### src/rtl/traffic_light_driver.sv
// Lamp/seven-segment output stage with an independent phase-sequence checker.
// One-tick sampling lag; a sequence error latches a flashing-yellow safe mode.
module traffic_light_driver #(
  parameter logic [3:0] GREEN_LOAD  = 4'd15,
  parameter logic [3:0] YELLOW_LOAD = 4'd5,
  parameter logic [3:0] RED_LOAD    = 4'd10
) (
  input  logic       clock_div,
  input  logic       reset,
  input  logic [1:0] state_in,
  input  logic [3:0] count_in,
  output logic       red,
  output logic       yellow,
  output logic       green,
  output logic [6:0] seg_tens,
  output logic [6:0] seg_ones,
  output logic       fault,
  output logic [7:0] cycles
);

  typedef enum logic [1:0] {
    ST_GREEN   = 2'd0,
    ST_YELLOW  = 2'd1,
    ST_RED     = 2'd2,
    ST_ILLEGAL = 2'd3
  } phase_e;

  localparam logic [6:0] SEG_BLANK = 7'h7F;
  localparam logic [6:0] SEG_ONE   = 7'h79;
  localparam logic [6:0] SEG_DASH  = 7'h3F;

  phase_e     es_q, es_d;
  logic [3:0] ec_q, ec_d;
  logic       fault_q, fault_d;
  logic       blink_q, blink_d;
  logic [7:0] cycles_q, cycles_d;
  logic       red_q, red_d, yellow_q, yellow_d, green_q, green_d;
  logic [6:0] tens_q, tens_d, ones_q, ones_d;
  logic       match;

  function automatic logic [6:0] digit(input logic [3:0] d);
    case (d)
      4'd0:    digit = 7'h40;
      4'd1:    digit = 7'h79;
      4'd2:    digit = 7'h24;
      4'd3:    digit = 7'h30;
      4'd4:    digit = 7'h19;
      4'd5:    digit = 7'h12;
      4'd6:    digit = 7'h02;
      4'd7:    digit = 7'h78;
      4'd8:    digit = 7'h00;
      4'd9:    digit = 7'h10;
      default: digit = SEG_DASH;
    endcase
  endfunction

  assign match = (phase_e'(state_in) == es_q) && (count_in == ec_q);

  always_comb begin
    es_d     = es_q;
    ec_d     = ec_q;
    fault_d  = fault_q;
    blink_d  = blink_q;
    cycles_d = cycles_q;
    red_d    = red_q;
    yellow_d = yellow_q;
    green_d  = green_q;
    tens_d   = tens_q;
    ones_d   = ones_q;
    if (fault_q) begin
      // Safe mode: everything frozen except the yellow flasher.
      blink_d  = ~blink_q;
      yellow_d = ~blink_q;
    end else if (!match) begin
      fault_d  = 1'b1;
      blink_d  = 1'b1;
      yellow_d = 1'b1;
      red_d    = 1'b0;
      green_d  = 1'b0;
      tens_d   = SEG_DASH;
      ones_d   = SEG_DASH;
    end else begin
      red_d    = (phase_e'(state_in) == ST_RED);
      yellow_d = (phase_e'(state_in) == ST_YELLOW);
      green_d  = (phase_e'(state_in) == ST_GREEN);
      tens_d   = (count_in >= 4'd10) ? SEG_ONE : SEG_BLANK;
      ones_d   = digit((count_in >= 4'd10) ? count_in - 4'd10 : count_in);
      if (ec_q != 4'd0) begin
        ec_d = ec_q - 4'd1;
      end else begin
        case (es_q)
          ST_GREEN:  begin es_d = ST_YELLOW; ec_d = YELLOW_LOAD; end
          ST_YELLOW: begin es_d = ST_RED;    ec_d = RED_LOAD;    end
          default: begin
            es_d = ST_GREEN;
            ec_d = GREEN_LOAD;
            if (cycles_q != 8'hFF) cycles_d = cycles_q + 8'd1;
          end
        endcase
      end
    end
  end

  always_ff @(posedge clock_div or negedge reset) begin
    if (!reset) begin
      es_q     <= ST_GREEN;
      ec_q     <= GREEN_LOAD;
      fault_q  <= 1'b0;
      blink_q  <= 1'b0;
      cycles_q <= 8'd0;
      red_q    <= 1'b1;
      yellow_q <= 1'b0;
      green_q  <= 1'b0;
      tens_q   <= SEG_BLANK;
      ones_q   <= SEG_BLANK;
    end else begin
      es_q     <= es_d;
      ec_q     <= ec_d;
      fault_q  <= fault_d;
      blink_q  <= blink_d;
      cycles_q <= cycles_d;
      red_q    <= red_d;
      yellow_q <= yellow_d;
      green_q  <= green_d;
      tens_q   <= tens_d;
      ones_q   <= ones_d;
    end
  end

  assign red      = red_q;
  assign yellow   = yellow_q;
  assign green    = green_q;
  assign seg_tens = tens_q;
  assign seg_ones = ones_q;
  assign fault    = fault_q;
  assign cycles   = cycles_q;

endmodule

### config.mk
export PLATFORM = sky130hd
export DESIGN_NAME = traffic_light_driver
export DESIGN_NICKNAME = d
export VERILOG_FILES = /design/src/rtl/traffic_light_driver.sv
export SDC_FILE = /design/constraint.sdc
export NUM_CORES = 1
export LEC_CHECK = 0
export CORE_UTILIZATION = 37
export DETAILED_ROUTE_END_ITERATION = 16
export PLACE_DENSITY = 0.69
export SETUP_SLACK_MARGIN = 0.5
export SLEW_MARGIN = 20
export SYNTH_ARGS = -nofsm -noshare
export SYNTH_HDL_FRONTEND = slang
export SYNTH_SLANG_ARGS = --single-unit
### constraint.sdc
create_clock -name clock_div -period 2.1 [get_ports clock_div]
set_input_delay 0.42 -clock clock_div [delete_from_list [all_inputs] [get_ports clock_div]]
set_output_delay 0.42 -clock clock_div [all_outputs]
set_load 0.01 [all_outputs]
==> impl_metrics.yaml <==
outcome:
  status: "complete, no violations"
place:
  port_buffers: 29
  gp_congestion: 0.879
  pre_cts_ws_ns: -0.330
  place_hpwl_mm: 2.56
  placed_cell_area_mm2: 0.00216
critical_path:
  setup.worst_path.start_class: "flop"
  required_ns: 2.27
  critPathMaxFanout: 6
  crit_type: "reg2reg"
  cp.arrival_ns: 2.11
  worstPathCellList: "xor2_2 > nor4_2 > and4_4 > inv_4 > a211o_1 > mux2_1"
  slowest_stage: "dfstp_2"
  critical_path.endpoint_type: "flop"
  crit_buf_inv: 1
  critPathMaxStageDelay_ns: 0.57
  cp_top_family: "flip-flops"
yosys:
  synth_cell_types: 45
  yosys_warnings: 0
  yosysTopAreaCellShare: 0.224
  syn_avg_cell_area_um2: 9.77
  synth_area_mm2: 0.00164
  synth_seq_cells: 28
  synth-edff-count: 0
  synth_area_leaders: "dfstp_2 (22%), dfrtp_1 (21%), ha_1 (5.3%)"
  ys.flop_type: "dfstp_2"
  syn_inst: 168
  synthArstFlopShare: 1.00
  yosysSeqAreaShare: 0.438
  yosysTopAreaCell: "dfstp_2"
cts:
  cts_tree: "built"
  cts_buffers: 3
  clk_latency_ns: 0.28
  clock-sinks: 28
  clkTransAtPathRegs_ns: 0.10
  root_buffer: "clkbuf_8"
  htreeDepth: 1
  ctsHoldBuffers: 0
  clk_path_buf_depth: 2
global_route:
  grt_util_all_layers: 0.196
  antenna_found_initial: 0
  grt_overflow: 0
  grt_pass1_vias: 1491
  grt_max_degree: 29
  grt_pass1_wl_mm: 6.90
floorplanning:
  row_count: 23
  die_y_um: 68.6
  die_area_mm2: 0.00471
  start_util: 0.399
  dieWidth_um: 68.6
  coreArea_mm2: 0.00412
  ios: 34
route:
  drt_wl_total_mm: 4.32
  via_per_inst: 5.19
  drcViolationCount: 0
  detailedRoute.firstIterationViolations: 73
  routedWlPerCell_um: 14.9
  dr.pass1.iters: 5
  antenna_left: 0
  vias: 1504
hold_path:
  hold_class: "reg2reg"
layout:
  insertedDiodeCount: 0
  fin_area_mm2: 0.00261
  nNetsFinal: 256
  fill_cells: 315
  most-common-layout-cells: "buf_4 (35), dlygate4sd2_1 (19), dfstp_2 (14)"
  multi_input_area_mm2: 0.00103
  drive_gt1_frac: 0.425
  ff_latch_area_um2: 719
  fin_util: 0.634
  mostFrequentLayoutCell: "buf_4"
  synthToLayoutAreaGrowth_pct: 58.8
timing:
  setup_viol: 0
  fin_tns_setup_ns: 0
  setup_slack_ns: 0.152
  fin_crit_ns: 1.95
  finalHoldViolCount: 0
  skew_ns: 0.0121
  timing.final.crit_share: 0.928
  rsz0062_at_grt: "yes"
  slew_violations: 0
  max_freq_mhz: 513
pwr:
  ir_drop_v: 0.000221
  powerDensity_mw_per_mm2: 386
  p_total_w: 0.00101
  p_leak_nw: 1.25
flow_run:
  drv.max_cap_violation_count: 0
==> power by group <==
part / internal (W) / switching [W]
logic: 0.0000750 / 0.0000841
registers: 0.000546 / 0.00000331
clock network: 0.000131 / 0.000168
==> per-layer routing <==
metal  vias up  routed length, µm  global-route usage
li1        730                  -                   -
met1       741               2030               0.262
met2        29               2170               0.342
met3         4                 79              0.0148
met4         0                 38              0.0443
met5         -                  0                   0
==> flip-flops by register name (all words and copies together) (netlist names), 2 cells and up <==
| signal | flops |
|---|---|
| ec_q | 4 |
| seg_tens | 2 |
| seg_ones | 7 |
| cycles | 8 |
| es_q | 2 |
==> cells by family (layout without fill, tap and decap cells) <==
logic type | after synthesis | in the layout | synth area share
compound gates | 42 | 42 | 0.167
xor+xnor | 12 | 12 | 0.0640
fa+ha+maj | 7 | 7 | 0.0534
buf+inv | 23 | 92 | 0.0777
flops | 28 | 28 | 0.438
mux | 2 | 2 | 0.0137
other cells | 1 | 4 | 0.00228
simple gates | 53 | 53 | 0.184
==> final timing paths <==
check | cells after the start | to | startpoint | slack [ns]
min in group asynchronous | 2 | cycles[5] | reset | 0.50
max in group asynchronous | 2 | ec_q[1] | reset | 1.27
worst max-delay path | 6 | cycles[1] | ec_q[1] | 0.15
worst min-delay path | 2 | seg_tens[6] | seg_tens[6] | 0.47
worst max register to register | 6 | cycles[1] | ec_q[1] | 0.15
worst min register to register | 2 | seg_tens[6] | seg_tens[6] | 0.47
==> metrics by stage <==
step                      instances  hold slack, ns
after global routing            290           0.486
final                           290           0.472
after detailed placement        263           0.457
after CTS                       287           0.473
after floorplan                 171           0.124
after global placement          263           0.453
==> timing repair <==
item	4_1_cts	5_1_grt
buffers inserted	19	3
setup endpoints to repair	48	32
gates resized for setup	60	16
pin swaps	5	6
gates cloned	1	0
==> final cells by class <==
cell class / count / share of cell area
multi-input cells: 120 / 0.393
flip-flops and latches: 28 / 0.276
repair buffers: 76 / 0.270
well taps: 50 / 0.0240
inverters: 12 / 0.0192
clock buffers: 3 / 0.0158
clock inverters: 1 / 0.00144
==> synthesized netlist by cell type (all sizes together) (4+ instances only) <==
cell   count
nor2       6
buf        9
xor2       8
nand2     14
dfrtp     14
xnor2      4
ha         7
nor3       4
nor2b      5
a21oi     12
inv       12
dfstp     14
o21ai      8
nor4       5
==> tightest hold or removal path, stage by stage (launching register included) <==
cell and delay (ns):
dfstp_2 0.38, nand2_1 0.05, nand2_1 0.05
Note: power is estimated with default switching activity, not from simulation.
==> patch 1, RTL diff (config.mk and constraints unchanged) <==
Reset style: synchronous (`reset`), changed in one clocked block.
--- a/src/rtl/traffic_light_driver.sv
+++ b/src/rtl/traffic_light_driver.sv
@@ -102,5 +102,5 @@
   end
 
-  always_ff @(posedge clock_div or negedge reset) begin
+  always_ff @(posedge clock_div) begin
     if (!reset) begin
       es_q     <= ST_GREEN;
Formal check against the unedited RTL: differs if reset is asserted again (counterexample within 4 cycles, from zero or initial values and one cycle with reset low); with reset held inactive, the same outputs for 10 cycles.
==> patch 1 against the original RTL <==
  * Global-route usage is 2.5 points lower
  * Clock skew shrank 0.010 ns
  * Largest cell class unchanged
  * Count of clock-buffer cells in the layout is the same
  * Synthesized cell count is 23% higher
  * Power up 15%
  * Via count increased by 11%
  * Sequential share of layout area shrank 3.9 points
  * Core utilization down 5.3 points
  * Final area decreased by 3.1%
  * Routed wire length decreased by 3.1%
  * Die area rose by 2.2%
  * Sequential cell count stayed put
  * Largest power group unchanged
  * Setup slack better by 0.26 ns
  * Synthesized area grew 2.3%
==> patch 1: results (changes against the original RTL) <==
status: "complete, no violations"  # unchanged
grt.total_usage_pct: 17.1  # was 19.6%
synth-xor-area-share_pct: 3.65  # was 6.40%
yosysUniqueCellTypes: 46  # was 45
vdd_ir_drop_max_mv: 0.265  # was 0.221 mV
wl_met1_um: 1980  # was 2030 µm
async_flop_share_pct: 0  # was 100%
drt_wl_total_um: 4190  # was 4320 µm
met3_usage_pct: 1.89  # was 1.48%
worstHoldStart: "seg_tens[6]$_SDFFE_PN1N_"  # was seg_tens[6]$_DFFE_PN1N_
fin_nets: 282  # was 256
crit_path_end: "cycles[7]$_SDFFE_PN0P_"  # was cycles[1]$_DFFE_PN0P_
grt_pass1_wl_um: 6820  # was 6900 µm
cp.arrival_ns: 1.90  # was 2.11 ns
post-cts-setup-buffer-count: 3  # was 19
fill_cells: 373  # was 315
finalCriticalPeriod_ns: 1.69  # was 1.95 ns
synth.avg_cell_area_um2: 8.11  # was 9.77 µm²
synthAdderAreaFrac_pct: 5.22  # was 5.34%
post_cts_resized: 49  # was 60
critPathTopFamily: "simple AND/OR/NAND/NOR gates"  # was flip-flops
dpl_cell_area_um2: 2250  # was 2160 µm²
cp_max_fo: 5  # was 6
drt-pass1-iter-count: 4  # was 5
netlist_top_cells_area: "dfxtp_1, nand2_1, ha_1, buf_6, mux2i_1"  # was dfstp_2, dfrtp_1, ha_1, xor2_1, a21oi_1
grtUsageMet2_pct: 28.3  # was 34.2%
dp_hpwl_um: 3050  # was 2560 µm
reg2reg_depth: 5  # was 6
slowest_stage: "or4_4"  # was dfstp_2
p_leak_nw: 1.08  # was 1.25 nW
r2r_start: "cycles[0]$_SDFFE_PN0P_"  # was ec_q[1]$_DFFE_PN1P_
cpPeakStageDelay_ns: 0.48  # was 0.57 ns
gp_congestion: 0.862  # was 0.879
globalRouteMet1Util_pct: 23.2  # was 26.2%
finalClockSkew_ns: 0.00179  # was 0.0121 ns
patch 1: cell count changes after synthesis, sizes merged, moves of 4 or more:
cell,delta
dfrtp,-14
dfstp,-14
dfxtp,+28
mux2i,+7
nand2,+18
nand2b,+6
nand3,+4
nor2,+9
nor2b,-5
o211ai,+4
xor2,-8
patch 1: layout make-up:
type,count,area share (%)
Clock buffer,3,1.63
Clock inverter,1,1.19
Inverter,11,2.08
Multi-Input combinational cell,154,44.2
Sequential cell,28,23.7
Tap cell,52,2.57
Timing Repair Buffer,69,24.7
patch 1: power by group through the flow:
| stage | clock network, mW | logic [mW] | registers, mW |
|---|---|---|---|
| after floorplan | 0 | 0.116 | 0.559 |
| final | 0.426 | 0.196 | 0.533 |
| after CTS | 0.432 | 0.192 | 0.539 |
| after global routing | 0.457 | 0.213 | 0.535 |
| after detailed placement | 0 | 0.188 | 0.556 |
| after global placement | 0 | 0.186 | 0.556 |
==> patch 2, RTL diff (same settings) <==
Made on the original files. Set the parameter `GREEN_LOAD` to 4'd14 (it was 4'd15).
--- a/src/rtl/traffic_light_driver.sv
+++ b/src/rtl/traffic_light_driver.sv
@@ -2,5 +2,5 @@
 // One-tick sampling lag; a sequence error latches a flashing-yellow safe mode.
 module traffic_light_driver #(
-  parameter logic [3:0] GREEN_LOAD  = 4'd15,
+  parameter logic [3:0] GREEN_LOAD  = 4'd14,
   parameter logic [3:0] YELLOW_LOAD = 4'd5,
   parameter logic [3:0] RED_LOAD    = 4'd10
Behaviour: not the same (Yosys sat finds a counterexample within 4 cycles, from zero or initial values and one cycle with reset low).
==> patch 2 against the original RTL <==
  * Worst hold slack lost 0.0048 ns
  * Fmax shrank 1.2%
  * Routed wire length shrank 12%
  * Non-clock buffer count shrank 18
  * Sequential cell count is the same
  * Combinational power shrank 3%
  * Clock skew shrank 0.0045 ns
  * Sequential share of layout area grew 2.6 points
  * Final area shrank 8.6%
  * Global-route usage shrank 2.4 points
  * Synthesized area shrank 0.15%
  * Power shrank 0.28%
  * Setup slack lost 0.023 ns
  * Critical path type is now in2reg
  * Critical endpoint is now cycles[6]$_DFFE_PN0P_
==> patch 2: results (changes against the original RTL) <==
status: "complete, no violations"  # unchanged
cp.arrival_ns: 2.14  # was 2.11 ns
grt.total_usage_pct: 17.2  # was 19.6%
drt-pass1-iter-count: 4  # was 5
synth.avg_cell_area_um2: 9.76  # was 9.77 µm²
met3_usage_pct: 5.10  # was 1.48%
cpPeakStageDelay_ns: 0.32  # was 0.57 ns
via_count: 1412  # was 1504
grt_pass1_wl_um: 5930  # was 6900 µm
vdd_ir_drop_max_mv: 0.286  # was 0.221 mV
finalClockSkew_ns: 0.00753  # was 0.0121 ns
cp_max_fo: 5  # was 6
layout.nonclk_buf_share_pct: 21.7  # was 27.0%
fin_hold_ws_ns: 0.467  # was 0.472 ns
dp.cells: 254  # was 263
yosysUniqueCellTypes: 44  # was 45
ys_top_cells_by_count: "dfrtp_1, inv_1, dfstp_2"  # was dfrtp_1, dfstp_2, nand2_1
critPathTopFamily: "simple AND/OR/NAND/NOR gates"  # was flip-flops
r2r_start: "ec_q[0]$_DFFE_PN0P_"  # was ec_q[1]$_DFFE_PN1P_
multi_input_area_share_pct: 41.3  # was 39.3%
globalRouteMet1Util_pct: 19.0  # was 26.2%
timing.rr.end: "cycles[6]$_DFFE_PN0P_"  # was cycles[1]$_DFFE_PN0P_
grt_pass1_vias: 1320  # was 1491
yosysSeqAreaShare_pct: 43.7  # was 43.8%
wl_met1_um: 1550  # was 2030 µm
dp_hpwl_um: 2480  # was 2560 µm
synth_ff_type: "dfrtp_1"  # was dfstp_2
dpl_cell_area_um2: 2110  # was 2160 µm²
patch 2: changes by cell type after synthesis, moves of 3 or more:
cell,change
nor2_1,+3
mux2_2,+6
clkbuf_1,+3
nand3_1,+3
a41oi_1,-3
o21ai_0,+4
inv_1,+3
patch 2: worst max-delay path by stage:
| stage | start | end | slack (ns) | cells after the start |
|---|---|---|---|---|
| after floorplan | count_in[0] | cycles[5]$_DFFE_PN0P_ | 0.26 | 5 |
| after global placement | count_in[0] | es_q[0]$_DFFE_PN0P_ | -0.35 | 7 |
| after detailed placement | count_in[0] | cycles[6]$_DFFE_PN0P_ | -0.38 | 6 |
| after CTS | ec_q[1]$_DFFE_PN1P_ | cycles[4]$_DFFE_PN0P_ | 0.14 | 6 |
| after global routing | ec_q[0]$_DFFE_PN0P_ | cycles[7]$_DFFE_PN0P_ | 0.03 | 6 |
| final | count_in[0] | cycles[6]$_DFFE_PN0P_ | 0.13 | 7 |
patch 2: timing repair:
| item | CTS | global route |
|---|---|---|
| setup buffers | 12 | 2 |
| endpoints found under the hold margin | 0 | 0 |
| hold buffers | 0 | 0 |
| pin swaps | 10 | 2 |
| resized for setup | 45 | 13 |
| endpoints found under the setup margin | 49 | 29 |
| gates cloned | 0 | 0 |
patch 2: cells by family after synthesis:
kind of cell               share of synthesized area (%)
buffers and inverters                               7.33
AOI/OAI and AO/OA                                   13.9
and+or+nand+nor                                     18.2
muxes                                               5.42
DFF                                                 43.7
other                                              0.229
adders and majority gates                           5.34
xor gates and xnor gates                            5.80
patch 2: power breakdown:
part / switching (mW) / internal, mW
logic: 0.0790 / 0.0745
registers: 0.00260 / 0.545
clock network: 0.167 / 0.136
total: 0.249 / 0.756
